[config.mk]
export PLATFORM = sky130hd
export DESIGN_NAME = clock_control
export DESIGN_NICKNAME = d
export VERILOG_FILES = /design/src/rtl/clock_control.sv
export SDC_FILE = /design/constraint.sdc
export NUM_CORES = 1
export LEC_CHECK = 0
export CAP_MARGIN = 20
export CORE_MARGIN = 2
export CORE_UTILIZATION = 42
export DETAILED_ROUTE_END_ITERATION = 16
export GPL_TIMING_DRIVEN = 0
export HOLD_SLACK_MARGIN = 0.03
export PLACE_DENSITY = 0.74
export SYNTH_ARGS = -nofsm -noshare
export SYNTH_HDL_FRONTEND = slang
export SYNTH_SLANG_ARGS = --single-unit
[constraint.sdc]
create_clock -name i_oszClk -period 1.7 [get_ports i_oszClk]
set_input_delay 0.51 -clock i_oszClk [delete_from_list [all_inputs] [get_ports i_oszClk]]
set_output_delay 0.51 -clock i_oszClk [all_outputs]
set_load 0.05 [all_outputs]
[src/rtl/clock_control.sv]
// Run/step/breakpoint controller that produces the datapath clock enable.
// Button and switches are synchronized, and the step button is debounced.
module clock_control #(
   parameter int DEBOUNCE_CYCLES = 100000,
   parameter int ADDR_WIDTH = 16
) (
   input  logic                  i_oszClk,
   input  logic                  i_reset,
   input  logic                  i_btnStep,
   input  logic                  i_swInstrNCycle,
   input  logic                  i_swStepNRun,
   input  logic                  i_swEnableBreakpoint,
   input  logic [ADDR_WIDTH-1:0] i_breakpointAddress,
   input  logic [ADDR_WIDTH-1:0] i_nextPc,
   input  logic                  i_instrDone,
   output logic                  o_cpuClkEn,
   output logic                  o_halted,
   output logic                  o_breakHit
);

   localparam int CntW =
      (DEBOUNCE_CYCLES > 1) ? $clog2(DEBOUNCE_CYCLES) : 1;
   localparam logic [CntW-1:0] CntMax =
      CntW'(DEBOUNCE_CYCLES - 1);

   typedef enum logic [2:0] {
      HALT, CYCLE, INSTR, RUN, BREAK
   } state_t;

   logic [3:0]      syncA;
   logic [3:0]      syncB;
   logic            btnSync;
   logic            instrNCycle;
   logic            stepNRun;
   logic            bpEnable;
   logic [CntW-1:0] debCnt;
   logic            btnDeb;
   logic            btnDebPrev;
   logic            stepPress;
   logic            stepPrev;
   logic            suppress;
   logic            instrEnd;
   logic            bpMatch;
   state_t          state;
   state_t          nextState;

   assign {bpEnable, stepNRun, instrNCycle, btnSync} = syncB;

   always_ff @(posedge i_oszClk) begin
      if (i_reset) begin
         syncA <= '0;
         syncB <= '0;
      end else begin
         syncA <= {i_swEnableBreakpoint, i_swStepNRun,
                   i_swInstrNCycle, i_btnStep};
         syncB <= syncA;
      end
   end

   // Any bounce back to the current level restarts the stability count.
   always_ff @(posedge i_oszClk) begin
      if (i_reset) begin
         debCnt     <= '0;
         btnDeb     <= 1'b0;
         btnDebPrev <= 1'b0;
      end else begin
         btnDebPrev <= btnDeb;
         if (btnSync == btnDeb) begin
            debCnt <= '0;
         end else if (debCnt == CntMax) begin
            btnDeb <= btnSync;
            debCnt <= '0;
         end else begin
            debCnt <= debCnt + 1'b1;
         end
      end
   end

   assign stepPress = btnDeb & ~btnDebPrev;
   assign instrEnd  = o_cpuClkEn & i_instrDone;
   assign bpMatch   = instrEnd & bpEnable & ~suppress &
                      (i_nextPc == i_breakpointAddress);

   always_comb begin
      nextState = state;
      unique case (state)
         HALT: begin
            if (!stepNRun)
               nextState = RUN;
            else if (stepPress)
               nextState = instrNCycle ? INSTR : CYCLE;
         end
         CYCLE:
            nextState = bpMatch ? BREAK : HALT;
         INSTR: begin
            if (instrEnd)
               nextState = bpMatch ? BREAK : HALT;
         end
         RUN: begin
            if (bpMatch)
               nextState = BREAK;
            else if (stepNRun)
               nextState = HALT;
         end
         BREAK: begin
            if (stepPress) begin
               if (!stepNRun)
                  nextState = RUN;
               else
                  nextState = instrNCycle ? INSTR : CYCLE;
            end else if (stepNRun != stepPrev) begin
               nextState = HALT;
            end
         end
         default:
            nextState = HALT;
      endcase
   end

   // Leaving BREAK masks the breakpoint until one instruction retires.
   always_ff @(posedge i_oszClk) begin
      if (i_reset) begin
         state      <= HALT;
         o_cpuClkEn <= 1'b0;
         o_halted   <= 1'b1;
         o_breakHit <= 1'b0;
         suppress   <= 1'b0;
         stepPrev   <= 1'b0;
      end else begin
         state      <= nextState;
         o_cpuClkEn <= nextState inside {CYCLE, INSTR, RUN};
         o_halted   <= nextState inside {HALT, BREAK};
         o_breakHit <= (nextState == BREAK);
         stepPrev   <= stepNRun;
         if (state == BREAK && nextState != BREAK)
            suppress <= 1'b1;
         else if (instrEnd)
            suppress <= 1'b0;
      end
   end

endmodule

==> metrics <==
core area=3420 um^2; Cell Count, Final, Fillers Out=270; hold path depth=1; worst skew pair latency=340 ps; First-pass DRT Iterations=4; RSZ-0062 raised after global routing=yes; Req. time, crit path=1930 ps; Synth Warn #=0; critical path's slowest cell=or4b_4; placed cell area=1990 um^2; post-route ant nets=0; Final Hold Fails=0; # nets final=263; Seq cells post-synth=35; Post-DP HPWL=2.42 mm; crit-path max FO=5; MaxCap Viol Count=0; fin crit period=1780 ps; area delta synth->final=41.3%; design area=2170 um^2; Arrival @ worst endpoint=around 2000 ps; Mapped Nets=208; vias per cell=4.92; H-Tree Depth=2; WL/cell=approximately 12 um; Leakage=0.000799 uW; clk sinks=35; RR Endpoint=debCnt[13]; Yosys cell types=31; TritonCTS clock tree=built; critical path class=flip-flop to flip-flop; Slew HR=68.9%; CTS Buffer Depth=2; final setup fails=15; via count=1328; die area=4150 um^2; aggregate global-route resource usage=17.6%; Largest stage delay, worst path=530 ps; Final Slew Violations=0; FF-to-FF Start=debCnt[14]; Max IR drop VDD=0.510 mV; first-pass GRT wire length=~5.6 mm; Hold Path Sink=syncB[1]; status=finished with violations; failing checks=setup timing; DR iter-0 viols=26; Mapped Avg Cell Area=9.12 um^2; min-delay src=syncA[1]; Post-Syn Instances=168; area leader, netlist=dfxtp_1; number of global-route vias before repair=1284; worst reg2reg path depth=7; Critical Path Start Type=flip-flop; FMAX=about 560 MHz; dominant cells by area after synthesis=dfxtp_1 (46%), xor2_1 (14%), nor2_1 (6.9%), xnor2_1 (5.1%), nor2b_1 (4.5%); Synth top area share=45.7%; CP top delay family=simple AND/OR/NAND/NOR gates; pwr/cell area=710 nW/um^2; CTS Buf Count=5; GPL Wtd Cong=between 0.7 and 0.8; total negative setup slack=-842 ps; pin count of the biggest net entering global routing=13; most frequent cells in the layout=dfxtp_1 (30), xor2_1 (23), nor2_1 (21); num ports=42; commonest non-fill, non-tap cell in the layout=dfxtp_1; quantity of I/O buffers inserted on ports=40; clock slew seen by the registers of the worst setup and hold paths=110 ps; worst-path cell chain=or4b_4 -> nor4_2 -> and4_1 -> or2_1 -> buf_6 -> buf_8 -> nor2_2; post-route clock period utilization=104%; worst setup margin=-76.3 ps; initial core utilization=44.9%; share of cells above drive strength 1=24.6%; Critical Path End Type=flip-flop; DRT Wirelength=3.32 mm; area of the mapped netlist=1530 um^2; Hold Crit Class=flip-flop to flip-flop; initial antenna violation count=0; Worst R2R Setup Slack=-80 ps; worst-margin pin slew=467 ps; Layout Skew=5.43 ps; GRT overflow=0; Placement Setup Slack=-635 ps; Final Hold Slack=452 ps; placed insts=254; residual DRC count=0; number of diodes=0; CTS Root Cell=clkbuf_4; # rows=21; die height=64.4 um; die width=~64 um; post-synthesis sequential area ratio=between 40 and 50%; Buf/Inv on CP=2
==> worst max path at each step <==
| stage | end | from | cells after the start |
|---|---|---|---|
| detailed placement | o_breakHit | i_breakpointAddress[14] | 6 |
| CTS | debCnt[13] | debCnt[14] | 7 |
| global placement | o_breakHit | i_breakpointAddress[14] | 6 |
| finish | debCnt[13] | debCnt[14] | 7 |
| global route | debCnt[13] | debCnt[14] | 7 |
| floorplan | debCnt[11] | debCnt[14] | 7 |
==> repair_timing <==
action	4_1_cts	5_1_grt
pin swaps	24	11
hold buffers	0	0
setup endpoints to repair	25	24
cloned	1	0
gates resized for setup	69	25
buffers inserted	6	1
==> cell type report <==
type	count	area, um^2
tap	46	57.6
multi-input combinational	127	868
timing repair buffer	48	434
buffer	4	33.8
inverter	2	7.51
clock inverter	3	20.0
sequential	35	707
clock buffer	5	37.5
fill	287	1250
==> cells in the mapped netlist <==
cell type  instances
a31o_2             1
nor4_1             4
inv_1              2
nor3b_1            1
nand2_1           10
nor2_1            28
clkbuf_1           2
nand2b_1           3
and4_1             1
ha_1               1
or4_1              1
nor4b_1            1
dfxtp_1           35
or4b_1             1
a32oi_1            1
or3_1              2
or2_1              1
xor2_1            24
nor3_1             1
or2_2              1
buf_8              1
mux2i_1            1
a21oi_1            5
xnor2_1            9
buf_6              1
and3_1             3
nand4_1            6
nand3_1            5
a31oi_1            2
nor2b_1           11
o21ai_0            3
==> routing by layer <==
metal | track usage (%) | vias to the layer above | part of all wire, %
met5 | 0 | - | 0
met4 | 7.98 | 0 | 1.8
met3 | 6.77 | 7 | 6.8
met2 | 30.3 | 37 | 49
met1 | 19.1 | 609 | 42
li1 | - | 675 | -
==> registers in the layout (all words and copies together), names as in the netlist <==
register and flops:
syncA 4, stepPrev 1, btnDebPrev 1, syncB 4, o_halted 1, o_cpuClkEn 1, o_breakHit 1, btnDeb 1
debCnt 17, state 3, suppress 1
==> through the flow <==
step                util [%]  total power (uW)
finish                  63.4              1540
global route            63.4              1610
CTS                     62.5              1560
detailed placement      58.3              1110
global placement        58.3              1100
floorplan                  -               987
==> report_power, final <==
group / switching, uW / total, uW / internal [uW]
registers: 13.7 / 859 / 846
clock network: 291 / 449 / 158
logic: 111 / 230 / 119
==> kinds of logic after synthesis <==
| logic type | after synthesis | synth area share, % |
|---|---|---|
| multiplexers | 1 | 0.653 |
| XOR/XNOR | 33 | 18.9 |
| AND/OR/NAND/NOR | 80 | 26.7 |
| flip-flops | 35 | 45.7 |
| AO/OA/AOI/OAI | 12 | 4.57 |
| buffers and inverters | 6 | 2.69 |
| adder cells (fa/ha/maj) | 1 | 0.816 |
Note: power is estimated with default switching activity, not from simulation.
